===== src/rtl/if_id_stage_pkg.sv =====
// -----------------------------------------------------------------------------
// if_id_stage_pkg
// Shared definitions for the IF/ID pipeline boundary: 16-bit ISA field
// positions, the NOP and HALT encodings, register-file geometry and the
// IF/ID latch record.
// -----------------------------------------------------------------------------
package if_id_stage_pkg;

    localparam int XLEN     = 16;
    localparam int NUM_REGS = 8;
    localparam int REG_AW   = 3;

    localparam logic [XLEN-1:0] NOP_INSTR = 16'h0800;
    localparam logic [4:0]      OP_HALT   = 5'b00000;

    // Contents of the IF/ID latch.
    typedef struct packed {
        logic [XLEN-1:0] instr;
        logic [XLEN-1:0] next_pc;
        logic            valid;
    } ifid_latch_t;

    // Instruction field extraction: OPCODE [15:11], RS [10:8], RT [7:5].
    function automatic logic [4:0] opcode_f(input logic [XLEN-1:0] instr);
        return instr[15:11];
    endfunction

    function automatic logic [REG_AW-1:0] rs_f(input logic [XLEN-1:0] instr);
        return instr[10:8];
    endfunction

    function automatic logic [REG_AW-1:0] rt_f(input logic [XLEN-1:0] instr);
        return instr[7:5];
    endfunction

endpackage : if_id_stage_pkg


===== src/rtl/if_id_stage_if.sv =====
// -----------------------------------------------------------------------------
// if_id_stage_if
// Signal bundle between the fetch/write-back side (master) and the IF/ID
// stage (slave).
//   master drives : stall, flush, instrIn, nextPcIn, wbEn, wbReg, wbData
//   slave  drives : instrOut, nextPcOut, validOut, rsData, rtData, haltOut
// -----------------------------------------------------------------------------
interface if_id_stage_if;
    import if_id_stage_pkg::*;

    logic              stall;
    logic              flush;
    logic [XLEN-1:0]   instrIn;
    logic [XLEN-1:0]   nextPcIn;
    logic              wbEn;
    logic [REG_AW-1:0] wbReg;
    logic [XLEN-1:0]   wbData;

    logic [XLEN-1:0]   instrOut;
    logic [XLEN-1:0]   nextPcOut;
    logic              validOut;
    logic [XLEN-1:0]   rsData;
    logic [XLEN-1:0]   rtData;
    logic              haltOut;

    modport master (
        output stall, flush, instrIn, nextPcIn, wbEn, wbReg, wbData,
        input  instrOut, nextPcOut, validOut, rsData, rtData, haltOut
    );

    modport slave (
        input  stall, flush, instrIn, nextPcIn, wbEn, wbReg, wbData,
        output instrOut, nextPcOut, validOut, rsData, rtData, haltOut
    );

endinterface : if_id_stage_if


===== src/rtl/if_id_stage_rf_bypass.sv =====
// -----------------------------------------------------------------------------
// rf_bypass
// 8x16 register file: one synchronous write port, two combinational read
// ports with write-first bypass, synchronous clear on rst.
//   clk, rst     : clock, synchronous active-high clear
//   we_i         : write enable
//   waddr_i      : write index
//   wdata_i      : write data
//   raddr_a/b_i  : read indices
//   rdata_a/b_o  : read data (bypassed from wdata_i on index match)
// -----------------------------------------------------------------------------
module rf_bypass
    import if_id_stage_pkg::*;
(
    input  logic              clk,
    input  logic              rst,
    input  logic              we_i,
    input  logic [REG_AW-1:0] waddr_i,
    input  logic [XLEN-1:0]   wdata_i,
    input  logic [REG_AW-1:0] raddr_a_i,
    input  logic [REG_AW-1:0] raddr_b_i,
    output logic [XLEN-1:0]   rdata_a_o,
    output logic [XLEN-1:0]   rdata_b_o
);

    logic [XLEN-1:0] regs_q [NUM_REGS];

    // NOTE: this storage is reset explicitly because the ISA defines every
    // register as reading 0 after reset; an 8-entry flop array costs little,
    // unlike a RAM macro which could not be cleared in one edge.
    always_ff @(posedge clk) begin
        if (rst) begin
            for (int i = 0; i < NUM_REGS; i++) begin
                regs_q[i] <= '0;
            end
        end else if (we_i) begin
            regs_q[waddr_i] <= wdata_i;
        end
    end

    // Write-first: a value being written this cycle is visible immediately.
    assign rdata_a_o = (we_i && (waddr_i == raddr_a_i)) ? wdata_i : regs_q[raddr_a_i];
    assign rdata_b_o = (we_i && (waddr_i == raddr_b_i)) ? wdata_i : regs_q[raddr_b_i];

endmodule : rf_bypass


===== src/rtl/if_id_stage.sv =====
// -----------------------------------------------------------------------------
// if_id_stage
// IF/ID pipeline boundary: latches the fetched instruction and PC+2 with
// flush/stall/halt control, raises the sticky halt flag, and hosts the
// architectural register file read through the latched RS/RT fields.
//   clk, rst : clock, synchronous active-high reset
//   bus      : slave side of if_id_stage_if (fetch, write-back, decode outputs)
// -----------------------------------------------------------------------------
module if_id_stage
    import if_id_stage_pkg::*;
(
    input  logic   clk,
    input  logic   rst,
    if_id_stage_if.slave bus
);

    ifid_latch_t latch_q, latch_d;
    logic        halt_q, halt_d;
    logic        halt_seen;

    // A valid HALT on the latch freezes it in the same edge that raises
    // haltOut, so the single instruction fetched behind the HALT is dropped.
    always_comb begin
        halt_seen = latch_q.valid && (opcode_f(latch_q.instr) == OP_HALT);
        halt_d    = halt_q || halt_seen;

        // NOTE: default assignment first so every path assigns latch_d and
        // no latch is inferred in this combinational block.
        latch_d = latch_q;
        if (bus.flush) begin
            latch_d.instr   = NOP_INSTR;
            latch_d.next_pc = bus.nextPcIn;
            latch_d.valid   = 1'b0;
        end else if (!(halt_d || bus.stall)) begin
            latch_d.instr   = bus.instrIn;
            latch_d.next_pc = bus.nextPcIn;
            latch_d.valid   = 1'b1;
        end
    end

    // NOTE: sequential state uses non-blocking assignments so every flop
    // samples the pre-edge values regardless of statement order.
    always_ff @(posedge clk) begin
        if (rst) begin
            latch_q.instr   <= NOP_INSTR;
            latch_q.next_pc <= '0;
            latch_q.valid   <= 1'b0;
            halt_q          <= 1'b0;
        end else begin
            latch_q <= latch_d;
            halt_q  <= halt_d;
        end
    end

    assign bus.instrOut  = latch_q.instr;
    assign bus.nextPcOut = latch_q.next_pc;
    assign bus.validOut  = latch_q.valid;
    assign bus.haltOut   = halt_q;

    // Reads are not gated by validOut: a bubble reads what its NOP fields select.
    rf_bypass u_rf (
        .clk       (clk),
        .rst       (rst),
        .we_i      (bus.wbEn),
        .waddr_i   (bus.wbReg),
        .wdata_i   (bus.wbData),
        .raddr_a_i (rs_f(latch_q.instr)),
        .raddr_b_i (rt_f(latch_q.instr)),
        .rdata_a_o (bus.rsData),
        .rdata_b_o (bus.rtData)
    );

endmodule : if_id_stage


===== src/flat_wrapper.sv =====
// flat-port wrapper written by rule: the top's interface ports become plain ports
module if_id_stage_flat import if_id_stage_pkg::*;
  (clk, rst, bus_stall, bus_flush, bus_instrIn, bus_nextPcIn, bus_wbEn, bus_wbReg, bus_wbData, bus_instrOut, bus_nextPcOut, bus_validOut, bus_rsData, bus_rtData, bus_haltOut);
  if_id_stage_if bus_i ();
  input  logic clk;
  input  logic rst;
  input wire logic [$bits(bus_i.stall)-1:0] bus_stall;
  input wire logic [$bits(bus_i.flush)-1:0] bus_flush;
  input wire logic [$bits(bus_i.instrIn)-1:0] bus_instrIn;
  input wire logic [$bits(bus_i.nextPcIn)-1:0] bus_nextPcIn;
  input wire logic [$bits(bus_i.wbEn)-1:0] bus_wbEn;
  input wire logic [$bits(bus_i.wbReg)-1:0] bus_wbReg;
  input wire logic [$bits(bus_i.wbData)-1:0] bus_wbData;
  output wire logic [$bits(bus_i.instrOut)-1:0] bus_instrOut;
  output wire logic [$bits(bus_i.nextPcOut)-1:0] bus_nextPcOut;
  output wire logic [$bits(bus_i.validOut)-1:0] bus_validOut;
  output wire logic [$bits(bus_i.rsData)-1:0] bus_rsData;
  output wire logic [$bits(bus_i.rtData)-1:0] bus_rtData;
  output wire logic [$bits(bus_i.haltOut)-1:0] bus_haltOut;
  assign bus_i.stall = bus_stall;
  assign bus_i.flush = bus_flush;
  assign bus_i.instrIn = bus_instrIn;
  assign bus_i.nextPcIn = bus_nextPcIn;
  assign bus_i.wbEn = bus_wbEn;
  assign bus_i.wbReg = bus_wbReg;
  assign bus_i.wbData = bus_wbData;
  assign bus_instrOut = bus_i.instrOut;
  assign bus_nextPcOut = bus_i.nextPcOut;
  assign bus_validOut = bus_i.validOut;
  assign bus_rsData = bus_i.rsData;
  assign bus_rtData = bus_i.rtData;
  assign bus_haltOut = bus_i.haltOut;
  if_id_stage u_core (.clk(clk), .rst(rst), .bus(bus_i));
endmodule

===== config.mk =====
export PLATFORM = sky130hd
export DESIGN_NAME = if_id_stage_flat
export DESIGN_NICKNAME = d
export VERILOG_FILES = /design/src/rtl/if_id_stage_pkg.sv /design/src/rtl/if_id_stage_if.sv /design/src/rtl/if_id_stage_rf_bypass.sv /design/src/rtl/if_id_stage.sv /design/src/flat_wrapper.sv
export SDC_FILE = /design/constraint.sdc
export NUM_CORES = 1
export LEC_CHECK = 0
export ABC_CLOCK_PERIOD_IN_PS = 1800
export CAP_MARGIN = 40
export CORE_ASPECT_RATIO = 1.5
export CORE_MARGIN = 4
export CORE_UTILIZATION = 45
export CTS_CLUSTER_SIZE = 16
export DETAILED_ROUTE_END_ITERATION = 8
export PLACE_DENSITY_LB_ADDON = 0.3
export SYNTH_ARGS = -nofsm -noshare
export SYNTH_HDL_FRONTEND = slang
export SYNTH_SLANG_ARGS = --single-unit

===== constraint.sdc =====
create_clock -name clk -period 1.8 [get_ports clk]
set_input_delay 0.45 -clock clk [delete_from_list [all_inputs] [get_ports clk]]
set_output_delay 0.45 -clock clk [all_outputs]
set_load 0.02 [all_outputs]

==> metrics <==
run status=complete, but fails checks; violated checks=negative setup slack; final period utilization=142%; max incr delay on CP=0.52 ns; share of final-layout standard cells stronger than drive strength 1=40.4%; number of standard-cell rows in the floorplan=a little over 60; Area Growth Syn to Fin=47.5%; placeable core area=around 19000 um^2; clock root buffer=clkbuf_16; cell family with most CP delay=multiplexers; P_sw=0.00271 W; Tot Pwr=roughly 0.010 W; half-perimeter wire length after detailed placement=16700 um; CTS tree=built; number of violations reported at the end of detailed-routing iteration 0=approximately 430; area share of and/or/nand/nor cells after synthesis=about 15%; Avg Inst Size Synth=~14 um^2; cells after synthesis=between 600 and 700; initial antenna violation count=0; final-report max-slew violation count=0; maximum clock path buffer count=2; power share of the sequential group=between 40 and 50%; count of final setup violators=36; depth of the worst register-to-register path=6; detailed-route vias per instance=slightly below 6; Worst Path Required=between 1 and 1.5 ns; commonest cells in the netlist=and2_1, edfxtp_1, mux4_2, a21oi_1, nor2_1; dominant cell type by area after synthesis=edfxtp_1; share of async-settable or async-resettable flops after synthesis=0%; setup repair after global routing missed its margin=yes; total count of hold-check failures in the final report=0; Net count, final=~880; maxcap violations=0; hold crit path type=reg2reg; Worst VDD drop=between 700 and 800 uV; Clock power frac=roughly 36%; Die Span Y=roughly 180 um; slew of the pin with the lowest slew margin=~0.44 ns; vias post-DR=6251; terminating pin of the worst hold path=u_core.bus.instrOut[0]$_SDFFE_PP0N_; Synth area leaders=edfxtp_1, mux4_2, and2_1, dfxtp_1, mux2i_1; startpoint of the worst register-to-register path=u_core.bus.instrOut[14]$_SDFFE_PP0N_; number of iterations in the first detailed-routing pass=6; crit path buf inv count=3; final setup skew=between 0.008 and 0.009 ns; Num CTS Buffers=17; capturing element type of the critical path=primary output; wire length of the first global-routing pass=39900 um; compound-gate portion of the synthesized area=under 10%; power share of the combinational group=around 19%; Final Core Density=around two thirds; clock-pin slew reported for the worst setup and hold paths after clock tree synthesis=around 0.070 ns; detail-routed net length per standard cell=approximately 24 um; vias in the first global route=6769; Cell Chain, Critical Path=buf_12, buf_16, mux4_2, mux2i_2, a21oi_4, buf_6; dominant combinational cell family by area after synthesis=multiplexers; warning count from the yosys run=0; master of the slowest instance on the critical path=mux4_2; distinct cell type count of the synthesized netlist=32; Lkg Pwr=~4.5 nW; total DRC errors in the routed layout=0; Peak Freq=roughly 390 MHz; largest net degree at the start of global routing=33; Critical R2R Capture=u_core.bus.nextPcOut[7]$_SDFFE_PP0P_; final-layout fill cell count=between 1000 and 1500; netlist area before placement=around 8500 um^2; overall die width=~120 um; IO Port Bufs=between 100 and 150; total congestion overflow=0; setup ws final=-0.756 ns; hold path start=u_core.bus.instrOut[0]$_SDFFE_PP0N_; remaining max-slew budget at the tightest pin=a little over two thirds; fraction of synthesized area in multiplexers=between 20 and 25%; count of antenna-violating nets left after detailed routing=0; flop2flop setup slack=-0.03 ns; Seq cells post-synth=between 150 and 200; H-tree depth=4; overall routing resource usage=about 25%; post-synthesis adder-cell area fraction=0%; area share of the largest cell type after synthesis=a little under half; Ports=122; largest fanout of any net on the critical path=5; worst hold path cell count=2; register area share after synthesis=a little over half; Routed Wire Length=~26000 um; prevailing post-synth register cell=edfxtp_1; xor and xnor fraction of the mapped netlist area=less than 1%; clock latency of the later-clocked register in the worst-skew pair=about 0.44 ns; Final Wtd Congestion=approximately 0.83; total clock sinks=between 150 and 200; setup tns final=-21.98 ns; floorplan die area=around 21000 um^2; critical path class=reg2out; minimum clock period after layout=between 2 and 3 ns; total internal power=around 0.0075 W; sort of element at the start of the critical path=flip-flop; CP Data Arrival Time=approximately 2.1 ns; syn_nets=just under 700; Starting Density=between 40% and 50%; power per cell area=just over 800 nW/um^2; Diodes inserted=0; number of enable flip-flop cells after synthesis=~130; switching share of power=26.5%
registers in the layout (all words and copies together) (netlist names), named ones only:
signal / count
u_core.bus.haltOut: 1
u_core.bus.instrOut: 16
u_core.bus.nextPcOut: 16
u_core.bus.validOut: 1
u_core.u_rf.regs_q: 128
worst max-delay path by stage:
stage | cells past startpoint | end | slack, ns
final | 6 | bus_rtData[5] | -0.76
after global routing | 6 | bus_rtData[12] | -0.80
after CTS | 7 | bus_rsData[10] | -0.79
after detailed placement | 8 | bus_rsData[10] | -1.14
after global placement | 8 | bus_rsData[14] | -1.12
after floorplan | 4 | u_core.u_rf.regs_q[2][0]$_SDFFCE_PN0P_ | -0.05
metal layers:
| metal | up-vias | GRT usage [%] | part of all wire, % |
|---|---|---|---|
| met5 | - | 0 | 0 |
| met4 | 0 | 9.55 | 2.8 |
| met3 | 56 | 4.52 | 6.5 |
| met2 | 304 | 47.8 | 55 |
| met1 | 3162 | 28.3 | 35 |
| li1 | 2729 | - | - |
metrics by stage:
| step | std cells | cell area (um^2) | hold slack, ns | setup WS, ns |
|---|---|---|---|---|
| final | 1084 | 12500 | 0.506 | -0.756 |
| after global routing | 1084 | 12500 | 0.549 | -0.796 |
| after CTS | 1082 | 12400 | 0.514 | -0.790 |
| after detailed placement | 1029 | 11200 | 0.493 | -1.14 |
| after global placement | 1029 | 11200 | 0.482 | -1.12 |
| after floorplan | 624 | 9170 | 0.566 | -0.0547 |
power by group through the flow:
stage | sequential (W) | clock, W | combinational [W]
floorplan | 0.00460 | 0 | 0.000955
global placement | 0.00457 | 0 | 0.00172
detailed placement | 0.00460 | 0 | 0.00175
CTS | 0.00452 | 0.00375 | 0.00193
global route | 0.00454 | 0.00392 | 0.00206
finish | 0.00453 | 0.00372 | 0.00198
what timing repair did:
action,in CTS,in global routing
gates resized for setup,272,35
pin swaps,6,16
gates cloned,8,2
hold buffers,0,0
setup buffers,13,3
setup endpoints to repair,183,43
worst min-delay path, stage by stage (launching register included):
cell and delay, ns:
dfxtp_1 0.33, mux2i_1 0.07, nor2_1 0.08
cells by family (layout without fill, tap and decap cells):
logic type	after synthesis	in the layout
XOR/XNOR	6	6
AO/OA/AOI/OAI	73	73
multiplexers	108	108
flip-flops	168	168
buffers and inverters	48	256
AND/OR/NAND/NOR	221	221
area by class of cell:
class / instances / area, um^2 / area share, %
Timing Repair Buffer: 222 / 2510 / 20.1
Clock inverter: 14 / 161 / 1.29
Clock buffer: 18 / 429 / 3.42
Multi-Input combinational cell: 408 / 4450 / 35.5
Tap cell: 252 / 315 / 2.51
Sequential cell: 168 / 4660 / 37.1
Inverter: 2 / 7.51 / 0.0599
layout by cell type (no fill, tap or decap), types with 2 or more instances in the layout:
master / n
a21oi_1: 8
a21oi_2: 12
a21oi_4: 32
and2_1: 128
buf_12: 30
buf_16: 4
buf_4: 55
buf_6: 40
bufinv_16: 2
clkbuf_16: 19
clkdlybuf4s50_1: 51
clkinv_4: 2
clkinvlp_4: 3
dfxtp_1: 36
dfxtp_4: 3
dlygate4sd2_1: 38
edfxtp_1: 128
inv_1: 2
inv_6: 4
inv_8: 2
mux2i_1: 12
mux2i_2: 4
mux2i_4: 28
mux4_2: 64
nand2_1: 2
nand2b_1: 2
nand3_1: 3
nand4_1: 2
nor2_1: 50
nor2_2: 3
o21ai_0: 19
or2_2: 6
or2_4: 3
or3b_1: 5
or3b_2: 4
or3b_4: 8
xnor2_1: 5
Power figures use the tool's default switching activity.
